[src/rtl/chia_xung_if.sv]
// Output bundle of the chia_xung pulse divider: divided clock, rise strobe, count.
// Latency: none (wires only); every signal is driven from a flop in the divider.
// Backpressure: none; the divider free-runs and consumers sample when they like.
//   clko : divided square wave, low for floor(DIV/2) cycles then high for the rest
//   tick : one-clki-cycle strobe coincident with the first high cycle of clko
//   cnt  : current divider count, 0..DIV-1
interface chia_xung_if;
  logic       clko;
  logic       tick;
  logic [3:0] cnt;

  // master: the divider that produces the signals
  modport master (
    output clko,
    output tick,
    output cnt
  );

  // slave: any block consuming the divided clock / strobe
  modport slave (
    input clko,
    input tick,
    input cnt
  );
endinterface

[src/rtl/chia_xung.sv]
// Clock divider by DIV (2..16) for the pulse-generator subsystem; drives clko/tick/cnt.
// Latency: outputs are flops loaded from the next count, so they change on the same clki edge as cnt.
// Backpressure: none; free-running, only rst_n (async, active-low) stops and clears it.
//   clki  : input clock, all state updates on its rising edge
//   rst_n : asynchronous active-low reset, release is taken on the next clki rise
//   bus   : chia_xung_if.master carrying clko, tick and cnt
module chia_xung #(
  parameter int DIV = 16
) (
  input  logic        clki,
  input  logic        rst_n,
  chia_xung_if.master bus
);

  // A 4-bit counter cannot represent more than 16 states, and DIV < 2 has no
  // meaningful low/high phase, so reject those at elaboration.
  if (DIV < 2 || DIV > 16) begin : g_div_check
    $error("chia_xung: DIV must be in the range 2..16");
  end

  localparam int         LOW    = DIV / 2;
  localparam logic [3:0] LAST_C = 4'(DIV - 1);
  localparam logic [3:0] LOW_C  = 4'(LOW);

  logic [3:0] cnt_q;
  logic [3:0] cnt_next;
  logic       clko_q;
  logic       tick_q;

  // Wrap at DIV-1; for DIV=16 this is the same as natural 4-bit overflow.
  always_comb begin
    cnt_next = (cnt_q == LAST_C) ? 4'd0 : cnt_q + 4'd1;
  end

  // clko/tick are decoded from cnt_next rather than cnt_q so that they are
  // registered (glitch-free, no input-to-output path) yet line up with the
  // count value they describe.
  always_ff @(posedge clki or negedge rst_n) begin
    if (!rst_n) begin
      cnt_q  <= 4'd0;
      clko_q <= 1'b0;
      tick_q <= 1'b0;
    end else begin
      cnt_q  <= cnt_next;
      clko_q <= (cnt_next >= LOW_C);
      tick_q <= (cnt_next == LOW_C);
    end
  end

  assign bus.cnt  = cnt_q;
  assign bus.clko = clko_q;
  assign bus.tick = tick_q;

endmodule

[src/flat_wrapper.sv]
// flat-port wrapper written by rule: the top's interface ports become plain ports
module chia_xung_flat 
#(
  parameter int DIV = 16
)
  (clki, rst_n, bus_clko, bus_tick, bus_cnt);
  chia_xung_if bus_i ();
  input  logic clki;
  input  logic rst_n;
  output wire logic [$bits(bus_i.clko)-1:0] bus_clko;
  output wire logic [$bits(bus_i.tick)-1:0] bus_tick;
  output wire logic [$bits(bus_i.cnt)-1:0] bus_cnt;
  assign bus_clko = bus_i.clko;
  assign bus_tick = bus_i.tick;
  assign bus_cnt = bus_i.cnt;
  chia_xung #(.DIV(DIV)) u_core (.clki(clki), .rst_n(rst_n), .bus(bus_i));
endmodule
[config.mk]
export PLATFORM = sky130hd
export DESIGN_NAME = chia_xung_flat
export DESIGN_NICKNAME = d
export VERILOG_FILES = /design/src/rtl/chia_xung_if.sv /design/src/rtl/chia_xung.sv /design/src/flat_wrapper.sv
export SDC_FILE = /design/constraint.sdc
export NUM_CORES = 1
export LEC_CHECK = 0
export ABC_AREA = 1
export BUFFER_PORTS_ARGS = -buffer_cell sky130_fd_sc_hd__buf_2
export CORE_AREA = 2 2 39 41
export CTS_CLUSTER_DIAMETER = 30
export CTS_CLUSTER_SIZE = 40
export DETAILED_ROUTE_END_ITERATION = 10
export DIE_AREA = 0 0 41 43
export MAX_ROUTING_LAYER = met4
export SETUP_SLACK_MARGIN = 0.3
export SLEW_MARGIN = 20
export SYNTH_ARGS = -nofsm -noshare
export SYNTH_HDL_FRONTEND = slang
export SYNTH_SLANG_ARGS = --single-unit
[constraint.sdc]
create_clock -name clki -period 1.1 [get_ports clki]
set_input_delay 0.055 -clock clki [delete_from_list [all_inputs] [get_ports clki]]
set_output_delay 0.055 -clock clki [all_outputs]
set_load 0.05 [all_outputs]
==> metrics <==
outcome completed; class of the worst hold path input pin to async pin; total gr overflow 0; most common cell after layout, fill and taps aside buf_6; top cells by area, synth dfrtp_1, ha_1, nand2_1, nand3_1, xor2_1; setup violators final 0; sequential fraction of the synthesis area 0.690; sum of negative setup slack 0 ps; critical path fanouts, max 5; Max VDD drop 305 µV; Synth top area share 0.690; final hold slack 167 ps; Area Growth Syn to Fin 80.5%; antenna violations before repair 0; crit path to u_core.bus.cnt[0]; most frequent cells in the layout buf_6, dfrtp_2, clkbuf_4; clk sink count 6; Net Count, Synth 21; busiest grt layer met2; critical path required time 1230 ps; r2r startpoint u_core.bus.cnt[0]; share of layout cells above drive strength 1 0.581; Core Area 1380 µm²; Final ANT Viol Nets 0; pin count of the biggest net entering global routing 7; crit path launch u_core.bus.cnt[0]; fmax 1.09 GHz; Critical Path AT 1050 ps; via count 180; critical path capture point type flop; Post-route DRC 0; GR Layer Usage met3 0.0628; via-per-instance ratio 3.83; worst slew pin tran 140 ps; Slew Limit Fails 0; Tcrit/Tclk final 0.836; Max-Cap Viols 0; drt first pass iters 2; Rows 14; Reg-to-Reg End u_core.bus.cnt[0]; Ant. Diodes 0; Routed WL per cell 9.30 µm; DRT iter0 DRCs 3; Yosys warnings 0; clk root buf clkbuf_4; RSZ-0062 raised after global routing true; Boundary Pins 8; vias in the first global route 185; final critical-path required period 919 ps; Initial Utilization 0.157; Clock Tree Buf Depth 2; chip width 41 µm; GRT Total Usage 0.0732; post-synthesis cell area 218 µm²; Die H 43 µm; post-DP HPWL 313 µm; CTS H-tree lvls 1; grt met2 use 0.100; crit path kind flop to flop; Slew headroom 0.906; clk_lat worst skew 240 ps; worst r2r path cells 4; RD Place Congestion 0.643; port buffer count 7; DRT Wirelength 437 µm; Netlist cell types 9; R2R setup slack 180 ps; Pleak 0.000204 µW; Synth Area per Inst 12.1 µm²; Fill cells 155; clock skew 6.83 ps; first-pass GRT wire length 731 µm; fin nets 35; TritonCTS Buffers 3; CTS tree built; CP Launch Type flop; clk slew on worst S/H paths 50 ps; final hold vios 0; die area 1760 µm²; Syn Inst Count 18; area leader, netlist dfrtp_1; PD cells 1140 nW/µm²; Global Route met1 Usage 0.0583; flop and latch count out of synthesis 6
-- through the flow --
step	worst slack, ps	utilization	std cells	area (µm²)	total power [µW]
floorplan	34.6	-	18	238	225
global placement	198	0.212	41	293	230
detailed placement	200	0.212	41	293	231
CTS	178	0.284	47	393	464
global route	141	0.284	47	393	488
finish	181	0.284	47	393	449
-- worst min-delay path by stage --
stage | cells past startpoint | start | to | slack, ps
floorplan | 0 | rst_n | u_core.bus.clko | -240
global placement | 1 | rst_n | u_core.bus.tick | -120
detailed placement | 1 | rst_n | u_core.bus.tick | -110
CTS | 2 | rst_n | u_core.bus.cnt[2] | 160
global route | 2 | rst_n | u_core.bus.cnt[2] | 180
finish | 2 | rst_n | u_core.bus.cnt[2] | 170
-- worst max-delay path, cell delays in order, from the launching register on --
cell and delay, ps:
dfrtp_2 420, ha_4 160, nand2_4 50, o21bai_1 120, inv_1 50
-- power breakdown --
group,switching (µW),internal [µW],total (µW)
clock network,82.3,138,220
registers,0,221,221
logic,4.55,3.62,8.17
total,86.8,362,449
-- final cells by class --
class | instances | area [µm²] | share of cell area
Tap cell | 16 | 20.0 | 0.0510
Multi-Input combinational cell | 10 | 85.1 | 0.217
Clock buffer | 4 | 26.3 | 0.0669
Timing Repair Buffer | 9 | 98.8 | 0.252
Sequential cell | 6 | 155 | 0.395
Inverter | 2 | 7.51 | 0.0191
-- metal layers --
metal	wire (µm)	share of wire
met2	218	0.50
met3	49	0.11
met1	169	0.39
met4	0	0
met5	0	0
-- kinds of logic after synthesis --
family	count (synthesis)	synth area share
adders and majority gates	1	0.0575
DFF	6	0.690
buffers and inverters	2	0.0345
xor gates and xnor gates	1	0.0402
AOI/OAI and AO/OA	1	0.0345
and+or+nand+nor	7	0.144
-- flip-flops by register name, summed over array words and instances (netlist names) --
name / flops
u_core.bus.cnt: 4
u_core.bus.clko: 1
u_core.bus.tick: 1
-- repair_timing --
item | CTS | global route
pin swaps | 2 | 0
setup buffers | 1 | 0
gates resized for setup | 13 | 0
endpoints found under the setup margin | 11 | 12
hold endpoints to repair | 6 | 0
hold buffers | 1 | 0
-- synth_stat cells --
library cell / number
ha_1: 1
o21bai_1: 1
nor2_1: 1
nand3_1: 2
nand4_1: 1
inv_1: 2
dfrtp_1: 6
nand2_1: 3
xor2_1: 1
(Power assumes the default switching activity.)
